[src/rtl/wb_arbiter_if.sv]
// wb_arbiter_if -- aux-unit write request channel into the writeback arbiter.
//   a_valid : aux unit has a write to retire
//   a_ready : arbiter accepts the request this cycle (a_valid & a_ready)
//   a_waddr : aux destination register
//   a_wdata : aux write data
// Modports: master = aux unit side, slave = arbiter side.
interface wb_arbiter_if;
  logic        a_valid;
  logic        a_ready;
  logic [4:0]  a_waddr;
  logic [31:0] a_wdata;

  modport master (output a_valid, output a_waddr, output a_wdata, input a_ready);
  modport slave  (input a_valid, input a_waddr, input a_wdata, output a_ready);
endinterface

[src/rtl/wb_arbiter.sv]
// wb_arbiter -- single regfile write port shared between the pipeline
// writeback (always wins, never stalled) and a queue of aux-unit writes
// (divider / long load) that retire in acceptance order when the pipeline
// is idle. Queued entries whose destination is overwritten by a later
// pipeline write are killed (WAW) and retire without writing.
//
// Ports:
//   clk, rst            : clock, asynchronous active-low reset
//   p_we/p_waddr/p_wdata: pipeline writeback
//   aux                 : aux request channel (wb_arbiter_if.slave)
//   we/waddr/wdata      : regfile write port (combinational)
//   chk_addr1/2         : decode source registers
//   chk_pend1/2         : source has a live queued aux write
//   q_level             : entries queued (live or dead)
//
// Optional build macro: WB_ARBITER_BYPASS_EN -- with the pipeline idle and
// the queue empty, an aux write goes straight to the regfile the same cycle.
module wb_arbiter #(
  parameter int unsigned DEPTH = 4
) (
  input  logic                    clk,
  input  logic                    rst,
  input  logic                    p_we,
  input  logic [4:0]              p_waddr,
  input  logic [31:0]             p_wdata,
  wb_arbiter_if.slave             aux,
  output logic                    we,
  output logic [4:0]              waddr,
  output logic [31:0]             wdata,
  input  logic [4:0]              chk_addr1,
  input  logic [4:0]              chk_addr2,
  output logic                    chk_pend1,
  output logic                    chk_pend2,
  output logic [$clog2(DEPTH):0]  q_level
);

  localparam int unsigned   AW       = $clog2(DEPTH);
  localparam logic [AW:0]   LVL_FULL = (AW+1)'(DEPTH);

  logic [4:0]       r_addr [DEPTH];
  logic [31:0]      r_data [DEPTH];
  logic [DEPTH-1:0] r_live;
  logic [AW-1:0]    r_wptr;
  logic [AW-1:0]    r_rptr;
  logic [AW:0]      r_level;

  logic w_pipe_wr;
  logic w_pop;
  logic w_push;
  logic w_accept;
  logic w_bypass;
  logic w_head_live;
  logic w_pend1;
  logic w_pend2;

  // All outputs are gated by rst so they read zero while reset is held,
  // even though the pipeline/aux inputs may still be toggling.
  assign w_pipe_wr   = rst & p_we & (p_waddr != '0);
  assign w_pop       = rst & ~w_pipe_wr & (r_level != '0);
  assign w_head_live = r_live[r_rptr];
  assign aux.a_ready = rst & ((r_level != LVL_FULL) | w_pop);
  assign w_accept    = aux.a_valid & aux.a_ready;

`ifdef WB_ARBITER_BYPASS_EN
  assign w_bypass = rst & ~w_pipe_wr & (r_level == '0) & aux.a_valid & (aux.a_waddr != '0);
`else
  assign w_bypass = 1'b0;
`endif

  // Writes to r0 are consumed without occupying a slot.
  assign w_push  = w_accept & (aux.a_waddr != '0) & ~w_bypass;
  assign q_level = r_level;

  always_comb begin
    we    = 1'b0;
    waddr = '0;
    wdata = '0;
    if (w_pipe_wr) begin
      we    = 1'b1;
      waddr = p_waddr;
      wdata = p_wdata;
    end else if (w_pop && w_head_live) begin
      we    = 1'b1;
      waddr = r_addr[r_rptr];
      wdata = r_data[r_rptr];
    end else if (w_bypass) begin
      we    = 1'b1;
      waddr = aux.a_waddr;
      wdata = aux.a_wdata;
    end
  end

  // Live bits are cleared on pop, so a set live bit always marks an
  // occupied slot and no occupancy mask is needed here.
  always_comb begin
    w_pend1 = 1'b0;
    w_pend2 = 1'b0;
    for (int unsigned i = 0; i < DEPTH; i++) begin
      if (r_live[AW'(i)] && (r_addr[AW'(i)] == chk_addr1)) w_pend1 = 1'b1;
      if (r_live[AW'(i)] && (r_addr[AW'(i)] == chk_addr2)) w_pend2 = 1'b1;
    end
    chk_pend1 = rst & w_pend1 & (chk_addr1 != '0);
    chk_pend2 = rst & w_pend2 & (chk_addr2 != '0);
  end

  // Ordering matters: kill, then pop-clear, then push-set. A push into the
  // slot being popped (full queue) or with the address being killed must
  // end up live, since the aux write is the younger one.
  always_ff @(posedge clk or negedge rst) begin
    if (!rst) begin
      r_wptr  <= '0;
      r_rptr  <= '0;
      r_level <= '0;
      r_live  <= '0;
    end else begin
      for (int unsigned i = 0; i < DEPTH; i++) begin
        if (w_pipe_wr && (r_addr[AW'(i)] == p_waddr)) r_live[AW'(i)] <= 1'b0;
      end
      if (w_pop) begin
        r_live[r_rptr] <= 1'b0;
        r_rptr         <= r_rptr + 1'b1;
      end
      if (w_push) begin
        r_live[r_wptr] <= 1'b1;
        r_wptr         <= r_wptr + 1'b1;
      end
      case ({w_push, w_pop})
        2'b10:   r_level <= r_level + 1'b1;
        2'b01:   r_level <= r_level - 1'b1;
        default: r_level <= r_level;
      endcase
    end
  end

  // Payload storage needs no reset; only live bits and pointers qualify it.
  always_ff @(posedge clk) begin
    if (w_push) begin
      r_addr[r_wptr] <= aux.a_waddr;
      r_data[r_wptr] <= aux.a_wdata;
    end
  end

endmodule

[src/flat_wrapper.sv]
// flat-port wrapper written by rule: the top's interface ports become plain ports
module wb_arbiter_flat 
#(
  parameter int unsigned DEPTH = 4
)
  (clk, rst, p_we, p_waddr, p_wdata, we, waddr, wdata, chk_addr1, chk_addr2, chk_pend1, chk_pend2, q_level, aux_a_valid, aux_a_waddr, aux_a_wdata, aux_a_ready);
  wb_arbiter_if aux_i ();
  input  logic clk;
  input  logic rst;
  input  logic p_we;
  input  logic [4:0] p_waddr;
  input  logic [31:0] p_wdata;
  output logic we;
  output logic [4:0] waddr;
  output logic [31:0] wdata;
  input  logic [4:0] chk_addr1;
  input  logic [4:0] chk_addr2;
  output logic chk_pend1;
  output logic chk_pend2;
  output logic [$clog2(DEPTH):0] q_level;
  input wire logic [$bits(aux_i.a_valid)-1:0] aux_a_valid;
  input wire logic [$bits(aux_i.a_waddr)-1:0] aux_a_waddr;
  input wire logic [$bits(aux_i.a_wdata)-1:0] aux_a_wdata;
  output wire logic [$bits(aux_i.a_ready)-1:0] aux_a_ready;
  assign aux_i.a_valid = aux_a_valid;
  assign aux_i.a_waddr = aux_a_waddr;
  assign aux_i.a_wdata = aux_a_wdata;
  assign aux_a_ready = aux_i.a_ready;
  wb_arbiter #(.DEPTH(DEPTH)) u_core (.clk(clk), .rst(rst), .p_we(p_we), .p_waddr(p_waddr), .p_wdata(p_wdata), .aux(aux_i), .we(we), .waddr(waddr), .wdata(wdata), .chk_addr1(chk_addr1), .chk_addr2(chk_addr2), .chk_pend1(chk_pend1), .chk_pend2(chk_pend2), .q_level(q_level));
endmodule
[config.mk]
export PLATFORM = sky130hd
export DESIGN_NAME = wb_arbiter_flat
export DESIGN_NICKNAME = d
export VERILOG_FILES = /design/src/rtl/wb_arbiter_if.sv /design/src/rtl/wb_arbiter.sv /design/src/flat_wrapper.sv
export SDC_FILE = /design/constraint.sdc
export NUM_CORES = 1
export LEC_CHECK = 0
export CAP_MARGIN = 20
export CORE_UTILIZATION = 40
export CTS_CLUSTER_SIZE = 14
export DETAILED_ROUTE_END_ITERATION = 6
export PLACE_DENSITY_LB_ADDON = 0.08
export SYNTH_ARGS = -nofsm -noshare
export SYNTH_HDL_FRONTEND = slang
export SYNTH_SLANG_ARGS = --single-unit
[constraint.sdc]
create_clock -name clk -period 2.86 [get_ports clk]
set_input_delay 0.286 -clock clk [delete_from_list [all_inputs] [get_ports clk]]
set_output_delay 0.286 -clock clk [all_outputs]
set_load 0.02 [all_outputs]
Word level (Yosys, flattened, before mapping). Memory sizes are Yosys's and may differ from the RTL's. Cells that the tools add are included. Widths: inputs -> output; s select.

Flip-flop bits (word level): 11. Memory bits (writable): 148. Input port bits: 88. Output and inout bits: 44. Logic and storage cells: 95. Memories kept: 2.

Memories: u_core.r_data (words 4, width 32, read ports 1, clocked after memory_dff 0, wr ports 1, line wb_arbiter.sv:41) `logic [31:0] r_data [DEPTH];`; u_core.r_addr (words 4, width 5, read ports 5, clocked after memory_dff 0, wr ports 1, line wb_arbiter.sv:40) `logic [4:0] r_addr [DEPTH];`.

Add/subtract/negate cells: 4. $lt $le $gt $ge: 4. Eq/ne operators: 15. Mux-type cells: 29. Bitwise gates (word level): 16. Reductions and logical operators: 21.

Operator list (count): $mux 32 (2); $eq 5x5->1 (12); $reduce_bool 5->1 (4); $mux 1 (19); $logic_and 1x1->1 (15); $and 1x1->1 (11); $mux 5 (2); $mux 4 (2); $lt 2x3->1 const B (2); $pmux 3 s2 (1); $add 2x1->2 const B (2); $and 4x4->4 (1); $demux 1 s2 (2); $ge 2x1->1 const B (2); $not 4->4 (1); $or 4x4->4 (1); $add 3x1->3 const B (1); $ne 3x3->1 const B (1); $reduce_bool 3->1 (1); $sub 3x1->3 const B (1); $bmux 1 s2 (1); $eq 2x1->1 const B (1); $eq 2x2->1 const B (1); $reduce_bool 2->1 (1); other kinds (2) (2).

Longest topological paths before layout. Gate-level depths: netlist of the first run.

Word-level depth: 11. Gate-level depth with buffers: 13. Gate-level depth less buffers: 11.

Least setup slack after synthesis of the first run. Ideal clock, no wire load.

Kind: input-to-reg. From: in p_waddr[2]. To: mem u_core.r_addr[0][0], enable pin. Setup time: 0.398 ns. Arrival time: 2.458 ns. Data required time: 2.462 ns. Path slack: 0.004 ns. Cell stages on the path: 7. Buffers on the path: 2. Path through: buf_2 -> or4_4 -> o21ai_2 -> nand2b_1 -> o2111a_1 -> buf_4 -> and2_1.

Word-level cells in the longest chain between the ends: 11.

RTL lines: from (decl) (line flat_wrapper.sv:11) `input logic [4:0] p_waddr;`; $reduce_bool 5->1 (line wb_arbiter.sv:58) `assign w_pipe_wr = rst & p_we & (p_waddr != '0);`; $and 1x1->1 (line wb_arbiter.sv:58); $not 1->1 (line wb_arbiter.sv:59) `assign w_pop = rst & ~w_pipe_wr & (r_level != '0);`; $and 1x1->1 (2 in series) (line wb_arbiter.sv:59); $or 1x1->1 (line wb_arbiter.sv:61) `assign aux.a_ready = rst & ((r_level != LVL_FULL) | w_pop);`; $and 1x1->1 (line wb_arbiter.sv:61); $and 1x1->1 (line wb_arbiter.sv:62) `assign w_accept = aux.a_valid & aux.a_ready;`; $and 1x1->1 (line wb_arbiter.sv:71) `assign w_push = w_accept & (aux.a_waddr != '0) & ~w_bypass;`; $mux 1 (line wb_arbiter.sv:137) `if (w_push) begin`; $mux 1 (not written as such) (line wb_arbiter.sv:138) `r_addr[r_wptr] <= aux.a_waddr;`; to (decl) (line wb_arbiter.sv:40).

Every way passes these cells.

Worst setup path in the final report of the first run.
From: in p_waddr[1]. To: out wdata[23].

Word-level cells in the longest chain between the ends: 8.

RTL lines: $reduce_bool 5->1 * (line wb_arbiter.sv:58); $and 1x1->1 * (line wb_arbiter.sv:58); $not 1->1 (line wb_arbiter.sv:59); $and 1x1->1 (2 in series) (line wb_arbiter.sv:59); $logic_and 1x1->1 (line wb_arbiter.sv:82) `end else if (w_pop && w_head_live) begin`; $mux 32 (line wb_arbiter.sv:82); $mux 32 * (line wb_arbiter.sv:78) `if (w_pipe_wr) begin`; to (decl) (line flat_wrapper.sv:15) `output logic [31:0] wdata;`.

Every way passes the cells marked *; elsewhere a longest branch is shown, timed or not.

==> qor.yml, run 1 <==
floorplanning:
  io_pins: 132
  rows: 48
  die_area_um2: 18700
  die_y_um: 137
  die_w_um: 137
  start_util_pct: 41.5
  core_area_um2: 17500
sta:
  fin_crit_sh_pct: 95.7
  max_freq_ghz: 0.365
  final-hold-violation-count: 0
  finalClockSkew_ps: 8.71
  slew_headroom_pct: 68.1
  finalWorstSetupSlack_ps: 124
  whs_ps: 292
  tightest_slew_ps: 479
  slew_violations: 0
  finalCriticalPeriod_ps: 2740
  rsz0062_at_grt: "false"
  setup_viol: 0
flow_run:
  drv_cap: 0
yosys:
  ys_warn_count: 0
  synth_cells: 415
  synth_area_um2: 7260
  synth.top_cell.area_share_pct: 61.2
  synth_cell_type_count: 35
  synth-edff-count: 148
  ys_seq_area_share_pct: 65.0
  synth_top_cells_by_area: "edfxtp_1 61%, mux4_2 12%, xor2_1 5.6%, a32o_1 5.4%, dfrtp_1 3.8%"
  synth_common_cells: "148 x edfxtp_1, 46 x xor2_1, 39 x a32o_1"
  async_flop_share_pct: 6.92
  yosysMostFrequentCell: "edfxtp_1"
  synthesis.nets: 513
  avgSynthCellArea_um2: 17.5
  synth.largest_area_cell: "edfxtp_1"
  synth_flop_cell: "edfxtp_1"
  synth-seq-cells: 159
layout:
  drive_above_1_share_pct: 19.1
  n_fill_cell: 1449
  multi_input_area_um2: 2320
  diodes: 0
  area_delta_synth_final_pct: 30.9
  final_area_um2: 9500
  post-route-util_pct: 54.4
  layout.nets: 656
  regArea_um2: 4720
critical_path:
  worstSetupPathType: "input pin to output pin"
  worst_ep_arrival_time_ps: 2450
  startpoint_type: "input pin"
  cpPeakStageDelay_ps: 570
  crit_fanout: 18
  rrSetupSlack_ps: 770
  slowest_stage: "or4_4"
  reg2reg_to: "u_core.q_level[2]"
  r2r_start: "u_core.q_level[0]"
  r2r_cells: 11
  path_cells: "clkdlybuf4s50_1, or4_4, o21ai_2, o311a_2, buf_6, a32o_1, dlygate4sd2_1"
  crit_path_end_kind: "output pin"
  required_ps: 2570
  crit_path_start: "p_waddr[1]"
drt:
  first_pass_iters: 4
  via_per_inst: 5.43
  routedWlPerCell_um: 20.8
  drtIter0Drc: 208
  drc: 0
  drt_wl_total_um: 16600
  antenna_left: 0
  vias: 4322
global_routing:
  grt_pass1_wl_um: 25200
  antenna_found_initial: 0
  grt_overflow: 0
  grt_pass1_vias: 4394
  grt_usage_pct: 19.0
  grt_max_degree: 39
power:
  p_leak_nw: 3.37
  power-per-cell-area_nw_per_um2: 803
  ir_worst_vdd_mv: 0.474
clock_tree:
  htreeDepth: 4
  tritoncts: "done"
  root_buffer: "clkbuf_16"
  post_cts_buffers: 0
  clk-insertion-delay-late_ps: 420
  clock-sinks: 159
  cts_made_buffers: 17
  clkTransAtPathRegs_ps: 60
  clockBufferDepth: 2
placement:
  hpwlAfterDp_um: 11400
  place.port_buffers: 131
  finalWeightedCongestion: 0.959
  place_area_um2: 8980
  pre_cts_ws_ps: -261
status:
  status: "completed"
hold_path:
  hp-class: "input pin to asynchronous set/reset pin"
==> area by class of cell <==
cell class | instances | area share [%]
sequential | 159 | 49.7
tap | 225 | 2.96
timing repair buffer | 161 | 16.7
multi-input combinational | 211 | 24.4
clock buffer | 18 | 4.52
clock inverter | 14 | 1.38
inverter | 8 | 0.316
==> repair_timing <==
action / CTS / global route
hold buffers: 0 / 0
resized for setup: 39 / 2
endpoints found under the setup margin: 38 / 2
==> worst max path at each step <==
stage / endpoint
final: wdata[23]
after detailed placement: u_core.q_level[2]
after CTS: aux_a_ready
after global placement: u_core.q_level[2]
after floorplan: u_core.r_addr[0][0]
after global routing: wdata[21]
==> where the power goes <==
group          leakage [nW]  total (mW)  switching [mW]  internal (mW)
clock                 0.269        2.12           0.910           1.21
sequential             1.47        3.05           0.191           2.86
combinational          1.63        2.46            1.28           1.17
total                  3.37        7.63            2.39           5.24
==> critical path: cells and delay by family <==
family | cells | cell delay [ps]
compound gates | 3 | 570
simple gates | 1 | 570
buf+inv | 3 | 1010
==> sequential cells by signal, indices dropped and copies added (netlist names) <==
signal and flops:
u_core.q_level 3, u_core.r_addr 20, u_core.r_data 128, u_core.r_live 4, u_core.r_rptr 2, u_core.r_wptr 2
==> cells in the final DEF (no fill, tap or decap), drive strengths merged, types with 9 or more instances in the layout <==
| cell | instances |
|---|---|
| mux4 | 38 |
| ha | 9 |
| clkdlybuf4s50 | 91 |
| a32o | 39 |
| buf | 30 |
| xor2 | 46 |
| edfxtp | 148 |
| dlygate4sd2 | 38 |
| clkbuf | 18 |
| inv | 13 |
| dfrtp | 11 |
| xnor2 | 19 |
==> per-layer routing <==
layer  GRT usage, %  up-vias  part of all wire, %
met5              0        -                    0
met4           6.98        0                  1.8
met3           4.15       26                  3.9
met2           32.3      112                   52
met1           23.8     2218                   43
li1               -     1966                    -
==> cell families (layout without fill, tap and decap cells) <==
group	after synthesis	in the layout	synth area share [%]
compound gates	52	52	6.69
mux	40	40	12.1
simple gates	44	44	3.43
xor+xnor	65	65	7.84
fa+ha+maj	10	10	1.83
flops	159	159	65.0
buf+inv	45	201	3.09
==> stage by stage <==
| step | power (mW) | setup TNS, ps | std cells |
|---|---|---|---|
| 2_1_floorplan | 4.68 | 0 | 415 |
| 3_3_place_gp | 5.65 | -4640 | 764 |
| 3_5_place_dp | 5.69 | -6260 | 764 |
| 4_1_cts | 7.74 | 0 | 796 |
| 5_1_grt | 8.01 | 0 | 796 |
| 6_report | 7.63 | 0 | 796 |
(Power assumes the default switching activity.)
==> run 2, diff against run 1 <==
- clock period: 2.86 -> 2.55 ns (I/O delays scaled with it)
==> qor.yml, run 2 (synthesized netlist as in run 1, its figures left out) <==
power:
  comb_power_share_pct: 37.0  # +4.8 points
  switchingPower_mw: 2.90  # +22%
  p_leak_nw: 3.43  # +1.9%
  ir_worst_vdd_mv: 0.743  # +57%
  clkPwrFrac_pct: 26.7  # -1.1 points
  internal-power_mw: 6.56  # +25%
  power-per-cell-area_nw_per_um2: 973  # +21%
  power_mw: 9.47  # +24%
  switching_share_pct: 30.7  # -0.62 points
  seqPwrFrac_pct: 36.3  # -3.7 points
sta:
  whs_ps: 341  # +49.0 ps
  fin_crit_sh_pct: 97.7
  slew_headroom_pct: 79.0  # +11 points
  finalCriticalPeriod_ps: 2490
  slew_violations: 0  # unchanged
  finalWorstSetupSlack_ps: 58.9  # -65.0 ps
  max_freq_ghz: 0.401
  finalClockSkew_ps: 7.51  # -1.20 ps
  final-hold-violation-count: 0  # unchanged
  setup_viol: 0  # unchanged
  tns_ps: 0  # unchanged
  tightest_slew_ps: 314  # -165 ps
drt:
  antenna_left: 0  # unchanged
  via_per_inst: 5.43  # about the same
  routedWlPerCell_um: 22.0  # +5.7%
  vias: 4450  # +3.0%
  drt_wl_total_um: 18000  # +8.7%
  drtIter0Drc: 228  # +9.6%
  drc: 0  # unchanged
  first_pass_iters: 4  # unchanged
critical_path:
  cp_num_buf_inv: 3  # unchanged
  worstSetupPathType: "input pin to output pin"
  slowest_stage: "or4_4"
  path_cells: "clkdlybuf4s50_1, or4_4, o21ai_2, o311a_4, buf_12, a21o_1, dlygate4sd2_1"
  crit_path_end_kind: "output pin"
  r2r_start: "u_core.q_level[0]"
  startpoint_type: "input pin"
  cpPeakStageDelay_ps: 500  # -70 ps
  crit_family: "buffers and inverters"
  crit_path_start: "p_waddr[3]"
  worst_ep_arrival_time_ps: 2240  # -210 ps
  crit_fanout: 17  # -1
  required_ps: 2300  # -270 ps
layout:
  diodes: 0  # unchanged
  regArea_um2: 4720  # about the same
  layout_commonest_cell: "edfxtp_1"
  largest_register_ff_count: 128  # unchanged
  drive_above_1_share_pct: 28.5  # +9.4 points
  layout.nets: 680  # +3.7%
  multi_input_area_um2: 2330  # +0.43%
  regMostFlops: "u_core.r_data"
  area_delta_synth_final_pct: 34.0
  final_cells: 819  # +2.9%
  n_fill_cell: 1378  # -4.9%
  final_area_um2: 9730  # +2.4%
  post-route-util_pct: 55.7  # +1.3 points
  layout_common_cells: "148 x edfxtp_1, 88 x clkdlybuf4s50_1, 46 x xor2_1, 39 x a32o_1"
  reg_top3: "u_core.r_data x128, u_core.r_addr x20, u_core.r_live x4"
floorplanning:
  core_area_um2: 17500  # unchanged
  die_w_um: 137  # unchanged
  start_util_pct: 41.5  # unchanged
  io_pins: 132  # unchanged
  die_area_um2: 18700  # unchanged
  rows: 48  # unchanged
  die_y_um: 137  # unchanged
status:
  status: "completed"
clock_tree:
  root_buffer: "clkbuf_16"
  htreeDepth: 4  # unchanged
  clk-insertion-delay-late_ps: 420  # about the same
  tritoncts: "done"
  clockBufferDepth: 2  # unchanged
  cts_made_buffers: 17  # unchanged
  clkTransAtPathRegs_ps: 60  # about the same
  clock-sinks: 159  # unchanged
global_routing:
  grt_max_degree: 29  # -26%
  grt_pass1_wl_um: 27000  # +6.9%
  antenna_found_initial: 0  # unchanged
  grt_usage_pct: 20.4  # +1.4 points
  grt_overflow: 0  # unchanged
  grt_pass1_vias: 4649  # +5.8%
placement:
  pre_cts_ws_ps: -448  # -186 ps
  place_area_um2: 9070  # +1.1%
  hpwlAfterDp_um: 12000  # +4.9%
  dpl.cell_count: 772  # +1.0%
  finalWeightedCongestion: 0.887  # -7.4%
  place.port_buffers: 131  # unchanged
hold_path:
  hp-class: "input pin to asynchronous set/reset pin"
flow_run:
  drv_cap: 0  # unchanged
==> run 2: worst register-to-register path, cell delays in order (launching register included) <==
cell and delay (ps):
dfrtp_1 420, inv_1 110, and3_1 180, nand2b_1 60, o2111a_1 150, inv_1 60, ha_1 160, inv_1 60
fa_1 380, xor2_1 150, nor2_1 110, xor2_1 140
==> run 2: metal layers <==
layer	vias up	wire length [um]	GRT usage (%)
met4	0	412	8.46
met3	24	912	4.07
li1	2019	-	-
met5	-	0	0
met2	133	9090	33.6
met1	2274	7590	26.3
==> run 2: layout make-up <==
class,count,area share (%)
multi-input combinational,211,24.0
clock buffer,18,4.41
sequential,159,48.6
clock inverter,13,1.67
timing repair buffer,185,18.2
inverter,8,0.309
tap,225,2.89
==> run 2: final timing paths <==
| kind | cells past startpoint | slack [ps] | end |
|---|---|---|---|
| max in group asynchronous | 2 | 2020 | u_core.r_live[3] |
| hold / removal | 2 | 340 | u_core.q_level[0] |
| hold reg to reg | 1 | 550 | u_core.q_level[2] |
| min in group clk | 1 | 460 | u_core.r_data[0][4] |
| setup reg to reg | 11 | 500 | u_core.q_level[2] |
| setup / recovery | 7 | 60 | we |
==> run 2: power groups by stage <==
stage	logic (mW)	registers [mW]	clock network, mW
floorplan	1.83	3.42	0
global placement	3.00	3.47	0
detailed placement	3.04	3.48	0
CTS	3.52	3.43	2.57
global route	3.73	3.47	2.66
finish	3.50	3.44	2.53
==> run 2: what timing repair did <==
| item | in CTS | in global routing |
|---|---|---|
| gates resized for setup | 127 | 19 |
| endpoints found under the setup margin | 42 | 20 |
| setup buffers | 6 | 7 |
| cloned | 3 | 0 |
| hold buffers | 0 | 0 |
